**src/rtl/rsa_pkg.sv**
```systemverilog
// Shared types and sizing helpers for the RSA datapath blocks.
package rsa_pkg;

  localparam int unsigned RSA_WIDTH = 8;

  // Iteration counter must index 2*WIDTH doubling steps.
  localparam int unsigned RSA_CNT_W = $clog2(2 * RSA_WIDTH);

  typedef enum logic {
    IDLE = 1'b0,
    RUN  = 1'b1
  } state_t;

  function automatic int unsigned cnt_width(input int unsigned width);
    return $clog2(2 * width);
  endfunction

endpackage

```
**src/rtl/rsa_mod_double.sv**
```systemverilog
// Modular doubling: (r, m) -> 2r mod m, valid while r < m.
module rsa_mod_double
  import rsa_pkg::*;
#(
  parameter int unsigned WIDTH = RSA_WIDTH
) (
  input  logic [WIDTH-1:0] r,
  input  logic [WIDTH-1:0] m,
  output logic [WIDTH-1:0] dbl_c
);

  logic [WIDTH:0]   twice;
  logic [WIDTH-1:0] twice_sub;
  logic             ge;

  // 2r < 2m, so a single conditional subtract restores r < m; the difference fits in WIDTH bits.
  always_comb begin
    twice     = {r, 1'b0};
    ge        = (twice >= {1'b0, m});
    twice_sub = twice[WIDTH-1:0] - m;
    dbl_c     = ge ? twice_sub : twice[WIDTH-1:0];
  end

endmodule

```
**src/rtl/rsa_mont_const_gen.sv**
```systemverilog
// Computes the Montgomery constant R^2 mod M (R = 2^WIDTH) by 2*WIDTH
// bit-serial double-and-reduce steps behind a start/busy/done handshake.
module rsa_mont_const_gen
  import rsa_pkg::*;
#(
  parameter int unsigned WIDTH = RSA_WIDTH
) (
  input  logic             clk,
  input  logic             rst,
  input  logic             start,
  input  logic [WIDTH-1:0] mod_in,
  output logic             busy,
  output logic             done,
  output logic             err,
  output logic [WIDTH-1:0] const_out
);

  localparam int unsigned CNT_W = cnt_width(WIDTH);
  localparam logic [CNT_W-1:0] CNT_LAST = CNT_W'(2 * WIDTH - 1);

  state_t           state_q, state_d;
  logic [WIDTH-1:0] m_q, m_d;
  logic [WIDTH-1:0] r_q, r_d;
  logic [CNT_W-1:0] cnt_q, cnt_d;
  logic             busy_d, done_d, err_d;
  logic [WIDTH-1:0] const_d;
  logic [WIDTH-1:0] dbl_c;
  logic             mod_valid_c;

  rsa_mod_double #(
    .WIDTH (WIDTH)
  ) u_mod_double (
    .r     (r_q),
    .m     (m_q),
    .dbl_c (dbl_c)
  );

  assign mod_valid_c = (mod_in != '0) && mod_in[0];

  // State and output registers.
  always_ff @(posedge clk) begin
    if (rst) begin
      state_q   <= IDLE;
      m_q       <= '0;
      r_q       <= '0;
      cnt_q     <= '0;
      busy      <= 1'b0;
      done      <= 1'b0;
      err       <= 1'b0;
      const_out <= '0;
    end else begin
      state_q   <= state_d;
      m_q       <= m_d;
      r_q       <= r_d;
      cnt_q     <= cnt_d;
      busy      <= busy_d;
      done      <= done_d;
      err       <= err_d;
      const_out <= const_d;
    end
  end

  // Next-state and next-output decode.
  always_comb begin
    state_d = state_q;
    m_d     = m_q;
    r_d     = r_q;
    cnt_d   = cnt_q;
    done_d  = 1'b0;
    err_d   = err;
    const_d = const_out;

    unique case (state_q)
      IDLE: begin
        if (start) begin
          if (mod_valid_c) begin
            m_d     = mod_in;
            // R^0 mod M is 1, except when M is 1.
            r_d     = (mod_in == WIDTH'(1)) ? '0 : WIDTH'(1);
            cnt_d   = '0;
            err_d   = 1'b0;
            state_d = RUN;
          end else begin
            err_d  = 1'b1;
            done_d = 1'b1;
          end
        end
      end
      RUN: begin
        r_d   = dbl_c;
        cnt_d = cnt_q + CNT_W'(1);
        if (cnt_q == CNT_LAST) begin
          const_d = dbl_c;
          done_d  = 1'b1;
          state_d = IDLE;
        end
      end
      default: state_d = IDLE;
    endcase

    busy_d = (state_d == RUN);
  end

endmodule

```
**config.mk**
```make
export PLATFORM = sky130hd
export DESIGN_NAME = rsa_mont_const_gen
export DESIGN_NICKNAME = d
export VERILOG_FILES = /design/src/rtl/rsa_pkg.sv /design/src/rtl/rsa_mod_double.sv /design/src/rtl/rsa_mont_const_gen.sv
export SDC_FILE = /design/constraint.sdc
export NUM_CORES = 1
export LEC_CHECK = 0
export ABC_AREA = 1
export CAP_MARGIN = 20
export CORE_MARGIN = 4
export CORE_UTILIZATION = 38
export DETAILED_ROUTE_END_ITERATION = 8
export SETUP_SLACK_MARGIN = 0.15
export SYNTH_ARGS = -nofsm -noshare
export SYNTH_HDL_FRONTEND = slang
export SYNTH_SLANG_ARGS = --single-unit
export TNS_END_PERCENT = 20
```
**constraint.sdc**
```tcl
create_clock -name clk -period 2.6 [get_ports clk]
set_input_delay 0.52 -clock clk [delete_from_list [all_inputs] [get_ports clk]]
set_output_delay 0.52 -clock clk [all_outputs]
set_load 0.05 [all_outputs]
```
; After elaboration in Yosys (flattened, before gate mapping)
; Cells that the tools add are included.
[op_classes]
n_addsub = 2
order_cmp = 1
n_eq_ne = 4
n_mux = 16
bitwise_logic = 1
reduce_logical = 6
[op_table]
columns = operator, n
row1 = two-way mux 8 bit, 3
row2 = one-hot mux 8 bit (2 select lines), 1
row3 = greater-or-equal comparator 9 x 8 -> 1 bit, 1
row4 = "== test 8 x 1 -> 1 bit, second input constant", 1
row5 = two-way mux 4 bit, 2
row6 = one-hot mux 4 bit (2 select lines), 1
row7 = nonzero test 8 bit, 1
row8 = subtractor 8 bit, 1
row9 = two-way mux 1 bit, 7
row10 = AND reduction 2 bit, 3
row11 = "adder 4 x 1 -> 4 bit, second input constant", 1
row12 = "== test 4 bit, second input constant", 1
row13 = "!= test 2 bit, second input constant", 2
row14 = one-hot mux 1 bit (2 select lines), 2
row15 = AND reduction 3 bit, 1
row16 = logical AND 1 bit, 1
row17 = NOT 1 bit, 1
[word_totals]
reg_bits = 31
input_bits = 11
out_inout_bits = 11
wordCells = 37

; Logic depth before layout (Yosys ltp)
; Gate-level depths: netlist of the first run.
[logic_depth]
word_depth = 5
ltp_mapped = 12
mapped_depth_nobuf = 12

; Hierarchy
; A second synthesis of the first run with hierarchy kept.
[unflattened]
hier_cells = 250
area_unflattened_um2 = 1800.5
[modules_own_cells]
columns = mod, instances, cells_each, area_each_um2, seq_area_each_um2
row1 = rsa_mont_const_gen, 1, 149, 1197.4, 620.6
row2 = rsa_mod_double, 1, 101, 603.1, 0.0

; Worst setup path after synthesis of the first run
; OpenSTA, ideal clock, no wires.
[synth_timing]
kind = reg-to-reg
from = reg m_q[1]
to = reg r_q[2]
setup_ps = 139
t_arrival_ps = 1493
required_ps = 2461
slack_ps = 968
path_stages_with_launch = 13
n_path_buf = 1
synth_period_minus_slack_ps = 1632
path_cell_list = dfxtp_1 -> inv_1 -> ha_1 -> ha_1 -> nand2_1 -> nor2_1 -> nand2_1 -> and2_4 -> buf_12 -> nand3_2 -> nand2_2 -> nand2_2 -> a21oi_2
[synth_via]
elab_chain_len = 3
elab_cells_between_ends = 4
classes_between = 1 x add/sub / 1 x order compare / 2 x mux
[synth_rtl]
columns = element, line_no
row1 = start: declaration, rsa_mont_const_gen.sv:22  ; logic [WIDTH-1:0] m_q, m_d;
row2 = start signal: assignment, rsa_mont_const_gen.sv:53  ; m_q <= m_d;
row3 = subtractor 8 bit / greater-or-equal comparator 9 x 8 -> 1 bit (equally long branches), "rsa_mod_double.sv:20, rsa_mod_double.sv:19"
row4 = two-way mux 8 bit *, rsa_mod_double.sv:21  ; dbl_c = ge ? twice_sub : twice[WIDTH-1:0];
row5 = one-hot mux 8 bit (2 select lines) *, rsa_mont_const_gen.sv:73  ; unique case (state_q)
row6 = end signal: assignment, rsa_mont_const_gen.sv:54  ; r_q <= r_d;
row7 = end: declaration, rsa_mont_const_gen.sv:23  ; logic [WIDTH-1:0] r_q, r_d;
; Every way passes the cells marked *; elsewhere a longest branch is shown, timed or not.
; A chain may end at the register's enable or synchronous reset.

; Worst setup path in the final report of the first run
[layout_timing]
from = reg err
to = out err
[layout_rtl]
columns = element, line_no
row1 = start: declaration, rsa_mont_const_gen.sv:14  ; output logic err,
row2 = start signal: assignment, rsa_mont_const_gen.sv:58  ; err <= err_d;
; No word-level cell between the ends.

==> results of run 1 <==
per-layer routing:
layer	vias up	share of wire, %	global-route usage (%)
li1	835	-	-
met3	2	3.7	5.27
met5	-	0	0
met2	25	47	23.5
met1	714	49	18.4
met4	0	0.31	2.17
cell usage in the layout, fill, tap and decap left out, types with 2 or more instances in the layout:
master and count:
o21ai_0 7, nand2_2 9, clkdlybuf4s50_1 21, dfxtp_1 31
inv_2 2, nor2_2 2, clkbuf_8 5, nand3_2 11
inv_1 26, xor2_1 3, buf_4 3, nand2_1 74
a21oi_2 8, or2_1 2, ha_1 9, nor2_1 10
nand3_1 13, a21oi_1 13, nand4_1 3, nor3_1 2
clkinv_1 2
cell type report:
cell class | instances | area [um2] | area share [%]
Inverter | 30 | 113 | 5.20
Multi-Input combinational cell | 177 | 1020 | 47.2
Tap cell | 52 | 65.1 | 3.00
Clock inverter | 3 | 43.8 | 2.02
Timing Repair Buffer | 24 | 233 | 10.7
Clock buffer | 5 | 68.8 | 3.18
Sequential cell | 31 | 621 | 28.7
synthesized netlist by cell type (2+ instances only):
master / n / share of area, %
xor2_1: 3 / 1.5
a21oi_2: 8 / 3.9
dfxtp_1: 31 / 34
o21ai_0: 7 / 1.9
nor3_1: 2 / 0.56
nand3_1: 13 / 3.6
inv_2: 2 / 0.42
nor2_1: 10 / 2.1
clkbuf_1: 3 / 0.63
clkinv_1: 2 / 0.42
ha_1: 9 / 6.3
nor2_2: 2 / 0.69
nand4_1: 3 / 1.0
nand2_2: 9 / 3.1
inv_1: 26 / 5.4
nand2_1: 74 / 15
a21oi_1: 13 / 3.6
or2_1: 2 / 0.69
nand3_2: 11 / 6.1
tightest hold or removal path, delay by kind of cell (launching register included):
kind             cells  cell delay (ns)
AND/OR/NAND/NOR      2             0.10
flip-flops           1             0.31
cells by family after synthesis:
kind of cell	Yosys count	synth area share (%)
flip-flops	31	34.5
adder cells (fa/ha/maj)	10	7.37
AND/OR/NAND/NOR	131	36.3
XOR/XNOR	4	1.95
AO/OA/AOI/OAI	32	11.1
buffers and inverters	35	8.76
flip-flops by register name, summed over array words and instances, names as in the netlist:
register   flops
m_q            8
cnt_q          4
const_out      8
done           1
err            1
state_q        1
r_q            8
power breakdown:
part           total [mW]  switching [mW]  internal [mW]
Sequential          0.525          0.0215          0.503
Combinational       0.665           0.430          0.235
Clock               0.478           0.193          0.285
Total                1.67           0.644           1.02
per-stage QoR:
stage | setup WS, ns | cells | power, mW
2_1_floorplan | 0.968 | 243 | 1.11
3_3_place_gp | 0.708 | 314 | 1.19
3_5_place_dp | 0.632 | 314 | 1.20
4_1_cts | 0.639 | 322 | 1.69
5_1_grt | 0.584 | 322 | 1.80
6_report | 0.652 | 322 | 1.67
worst paths after layout:
path	slack, ns	from	endpoint	cells after the start
hold reg to reg	0.45	const_out[6]$_SDFFE_PP0P_	const_out[6]$_SDFFE_PP0P_	2
setup reg to reg	0.79	m_q[4]$_SDFFE_PP0P_	r_q[2]$_SDFFE_PP0P_	12
hold / removal	0.45	const_out[6]$_SDFFE_PP0P_	const_out[6]$_SDFFE_PP0P_	2
setup / recovery	0.65	err$_SDFFE_PP0P_	err	1
==> results by group, run 1 <==
CTS
  – CTS tree: built
  – Clk root buf: clkbuf_8
  – CTS Buf Count: 5
  – Clock tree buffer depth: 2
  – Clock-pin slew on the worst setup and hold paths: 0.07 ns
  – Cts repair resizes: 0
  – Hold-fix buffers, CTS: 0
  – Post-CTS setup buffer count: 0
  – H-tree level count: 2
  – Clock sink total: 31
  – Skew-Pair Late Insertion Delay: around 0.28 ns

Drt
  – Vias: 1576
  – Iteration count of the initial detailed-routing pass: 4
  – DRC violations left: 0
  – Vias per cell: about 5
  – DR iter-0 viols: 99
  – Detailed-route wire length: between 3000 and 4000 um
  – Routed Antenna Nets: 0
  – Avg WL per Cell: ~12 um

Critical path
  – Worst Path Required: 2.08 ns
  – CP Max Fanout: 2
  – Worst path max stage delay: around 0.80 ns
  – Startpoint class of the critical path: flip-flop
  – CP Capture Type: output port
  – Slowest cell on crit path: clkdlybuf4s50_1
  – Critical path type: flip-flop to output port
  – Crit path arrival time: 1.43 ns
  – Worst path cell trace: clkdlybuf4s50_1
  – Buf/Inv on CP: 1
  – CP delay by family, top: buffers and inverters

Yosys
  – Post-Syn Nets: 264
  – Post-synth EDFFs: 0
  – Avg Cell Area, Syn: approximately 7.4 um2
  – Distinct cells, synth: 32
  – Flops & latches, synth: 31
  – Syn Inst Count: around 240
  – Synth Cell Area: 1800 um2
  – Sequential area share after synthesis: between 30% and 40%
  – Top_reg_cell synth: dfxtp_1
  – Async SR Flop Fraction: 0%
  – Yosys Warn Count: 0

Final layout
  – Diodes inserted: 0
  – Design Area, Final: ~2200 um2
  – Net count of the finished layout: between 200 and 300
  – Final core utilization: slightly below 50%
  – Filler instances: 469
  – Ratio of cells with drive above 1 in the final layout: ~17%
  – Area growth syn-to-layout: 20.3%

Global route
  – Grt ovf: 0
  – Largest net degree at the start of global routing: 17
  – Vias in the first global route: about 1500
  – First-pass GRT wire length: just under 7000 um
  – GRT Util Overall: 14.4%
  – Initial antenna violation count: 0

STA
  – RSZ-0062 raised after global routing: false
  – Final period util: about three quarters
  – Period minus WS final: about 2 ns
  – Final hold vios: 0
  – Fin. max-slew vios: 0
  – Worst hold margin: 0.449 ns
  – Worst Max-Slew Pin Slew: roughly 0.5 ns
  – Clock Skews: approximately 0.0082 ns
  – F_max: approximately 0.5 GHz
  – Setup violators final: 0
  – Slew headroom: 66.0%
  – Setup TNS: 0 ns

Power
  – PwrDens: 770 nW/um2
  – Peak VDD IR: 0.000341 V
  – Pleak: 0.969 nW

Floorplan
  – FP Rows: 24
  – CORE AREA: approximately 4500 um2
  – Die Y: roughly 77 um
  – DIE AREA: around 5900 um2
  – Starting Density: 40.2%
  – Die Wd: 76.8 um
  – I/O pin total: 22

Hold path
  – Hold crit path type: flip-flop to flip-flop

Placed design
  – Post-DP Area: 2050 um2
  – RePlAce Congestion: 0.834
  – IO Port Bufs: 21
  – HPWL Detailed: roughly 3100 um

Outcome
  – Outcome: finished, final reports clean

Flow run
  – Max Cap Viol: 0
No activity file was read; power rests on OpenSTA's default activity.
==> inputs of run 2 (changes only) <==
Clock period 2.6 ns to 1.8 ns, I/O delays scaled along.
==> run 2 against run 1 <==
  * Via count rose by 5.8%
  * Hold slack improved by 0.0038 ns
  * Sequential power up 48%
  * Largest power group unchanged
  * Critical endpoint is now r_q[4]$_SDFFE_PP0P_
  * Core utilization rose by 6.5 points
  * Register-to-register slack worse by 0.67 ns
  * Final cell count grew 4.3%
  * First-iteration DRC count decreased by 36%
  * Global-route usage up 0.47 points
  * Critical path depth grew 10
  * Clock skew is 0.0040 ns lower
  * Non-clock buffer count increased by 13
  * Clock power rose by 12%
==> results by group, run 2 (synthesis results as in run 1) <==
Global route
  – Initial antenna violation count: 0
  – First-pass GRT wire length: between 7000 and 8000 um
  – Largest net degree at the start of global routing: 11
  – GRT Util Overall: 14.9%
  – Vias in the first global route: 1636
  – Grt ovf: 0

Placed design
  – IO Port Bufs: 21
  – RePlAce Congestion: approximately 0.79
  – HPWL Detailed: roughly 3200 um
  – Post-DP Area: between 2000 and 2500 um2

Critical path
  – Critical path type: flip-flop to flip-flop
  – CP Capture Type: flip-flop
  – CP delay by family, top: simple AND/OR/NAND/NOR gates
  – Worst Path Required: roughly 2.0 ns
  – Worst path max stage delay: between 0.3 and 0.4 ns
  – Slowest cell on crit path: dfxtp_2
  – Crit path arrival time: roughly 1.9 ns
  – CP Max Fanout: 7
  – Startpoint class of the critical path: flip-flop
  – Cell mode on critical path: nand2_2
  – Buf/Inv on CP: 1
  – Worst path cell trace: inv_4 -> ha_4 -> ha_4 -> nand2_1 -> nor2_1 -> nand2_2 -> and2_4 -> nand3_2 -> nand2_2 -> nand2_2 -> a21oi_2

Power
  – Pleak: about 1.1 nW
  – Peak VDD IR: between 0.0004 and 0.0005 V
  – PwrDens: roughly 1100 nW/um2

Floorplan
  – CORE AREA: around 4500 um2
  – Die Y: just under 80 um
  – FP Rows: 24
  – Die Wd: between 70 and 80 um
  – Starting Density: about two fifths
  – DIE AREA: 5900 um2
  – I/O pin total: 22

CTS
  – H-tree level count: 2
  – Clock sink total: 31
  – Skew-Pair Late Insertion Delay: 0.28 ns
  – CTS tree: built
  – Clock tree buffer depth: 2
  – Clock-pin slew on the worst setup and hold paths: around 0.07 ns
  – CTS Buf Count: 5
  – Hold-fix buffers, CTS: 0
  – Clk root buf: clkbuf_8

Final layout
  – Commonest non-fill, non-tap cell in the layout: nand2_1
  – Net count of the finished layout: 304
  – Largest regs: const_out: 8 flops, m_q: 8 flops, r_q: 8 flops
  – Area growth syn-to-layout: 36.6%
  – Diodes inserted: 0
  – Design Area, Final: ~2500 um2
  – Ratio of cells with drive above 1 in the final layout: 39.4%
  – Most frequent cells in the layout: 59 x nand2_1, 26 x buf_4, 24 x dfxtp_1, 23 x nand2_2, 20 x inv_1

STA
  – Slew headroom: 79.4%
  – Setup TNS: 0 ns
  – Final hold vios: 0
  – Period minus WS final: approximately 1.7 ns
  – Worst Max-Slew Pin Slew: ~0.31 ns
  – Final period util: 93.2%
  – Setup violators final: 0
  – F_max: roughly 0.60 GHz
  – Fin. max-slew vios: 0
  – RSZ-0062 raised after global routing: true
  – Clock Skews: approximately 0.0042 ns

Drt
  – Vias per cell: 4.96
  – DR iter-0 viols: 63
  – DRC violations left: 0
  – Detailed-route wire length: 4350 um
  – Avg WL per Cell: 13.0 um
  – Vias: approximately 1700
  – Iteration count of the initial detailed-routing pass: 4
  – Routed Antenna Nets: 0

Outcome
  – Outcome: finished, final reports clean

Flow run
  – Max Cap Viol: 0

Hold path
  – Hold crit path type: flip-flop to flip-flop
==> run 2: changes by cell type in the layout (fill, tap and decap cells not counted), sizes merged <==
| cell | before | now |
|---|---|---|
| buf | 3 | 27 |
| clkdlybuf4s50 | 21 | 10 |
| bufinv | 1 | 0 |
| clkbuf | 5 | 6 |
| clkinv | 4 | 3 |
| clkinvlp | 0 | 1 |
| nand4 | 4 | 5 |
==> run 2: through the flow <==
| step | worst slack, ns | hold WS, ns | power, mW | std cells | utilization [%] |
|---|---|---|---|---|---|
| 2_1_floorplan | 0.168 | 0.435 | 1.61 | 243 | - |
| 3_3_place_gp | 0.0447 | 0.442 | 1.75 | 322 | 46.9 |
| 3_5_place_dp | 0.0410 | 0.443 | 1.76 | 322 | 46.9 |
| 4_1_cts | 0.139 | 0.456 | 2.41 | 331 | 51.1 |
| 5_1_grt | 0.0613 | 0.477 | 2.84 | 336 | 54.9 |
| 6_report | 0.122 | 0.453 | 2.65 | 336 | 54.9 |
==> run 2: worst reg2reg max path, stage by stage, from the launching register on <==
cell	delay (ns)
dfxtp_2	0.34
inv_4	0.04
ha_4	0.23
ha_4	0.15
nand2_1	0.05
nor2_1	0.04
nand2_2	0.13
and2_4	0.26
nand3_2	0.12
nand2_2	0.11
nand2_2	0.05
a21oi_2	0.11
==> run 2: repair_timing <==
action,4_1_cts,5_1_grt
setup endpoints to repair,16,16
pin swaps,2,21
gates cloned,1,0
buffers inserted,0,5
gates resized for setup,18,35
==> run 2: area by class of cell <==
| type | instances | area (um2) |
|---|---|---|
| multi-input cells | 178 | 1250 |
| clock inverters | 2 | 12.5 |
| inverters | 30 | 115 |
| flip-flops and latches | 31 | 629 |
| clock buffers | 6 | 72.6 |
| repair buffers | 37 | 315 |
| fillers | 417 | 2020 |
| well taps | 52 | 65.1 |
==> run 2: final timing paths <==
path | from | to | slack, ns | depth (start not counted)
worst max register to register | m_q[1]$_SDFFE_PP0P_ | r_q[4]$_SDFFE_PP0P_ | 0.12 | 11
worst min-delay path | const_out[6]$_SDFFE_PP0P_ | const_out[6]$_SDFFE_PP0P_ | 0.45 | 2
worst min register to register | const_out[6]$_SDFFE_PP0P_ | const_out[6]$_SDFFE_PP0P_ | 0.45 | 2
worst max-delay path | m_q[1]$_SDFFE_PP0P_ | r_q[4]$_SDFFE_PP0P_ | 0.12 | 11
==> run 2: routing by layer <==
layer	GRT usage, %	vias up	part of all wire, %
li1	-	866	-
met1	18.9	766	47
met2	24.9	29	48
met3	4.22	6	3.6
met4	3.26	0	1.5
met5	0	-	0
==> run 2: report_power, final <==
part           internal [mW]  total, mW  switching, mW  leakage [nW]
clock network          0.270      0.534          0.264        0.0412
registers              0.732      0.776         0.0441         0.255
logic                  0.545       1.34          0.795         0.769
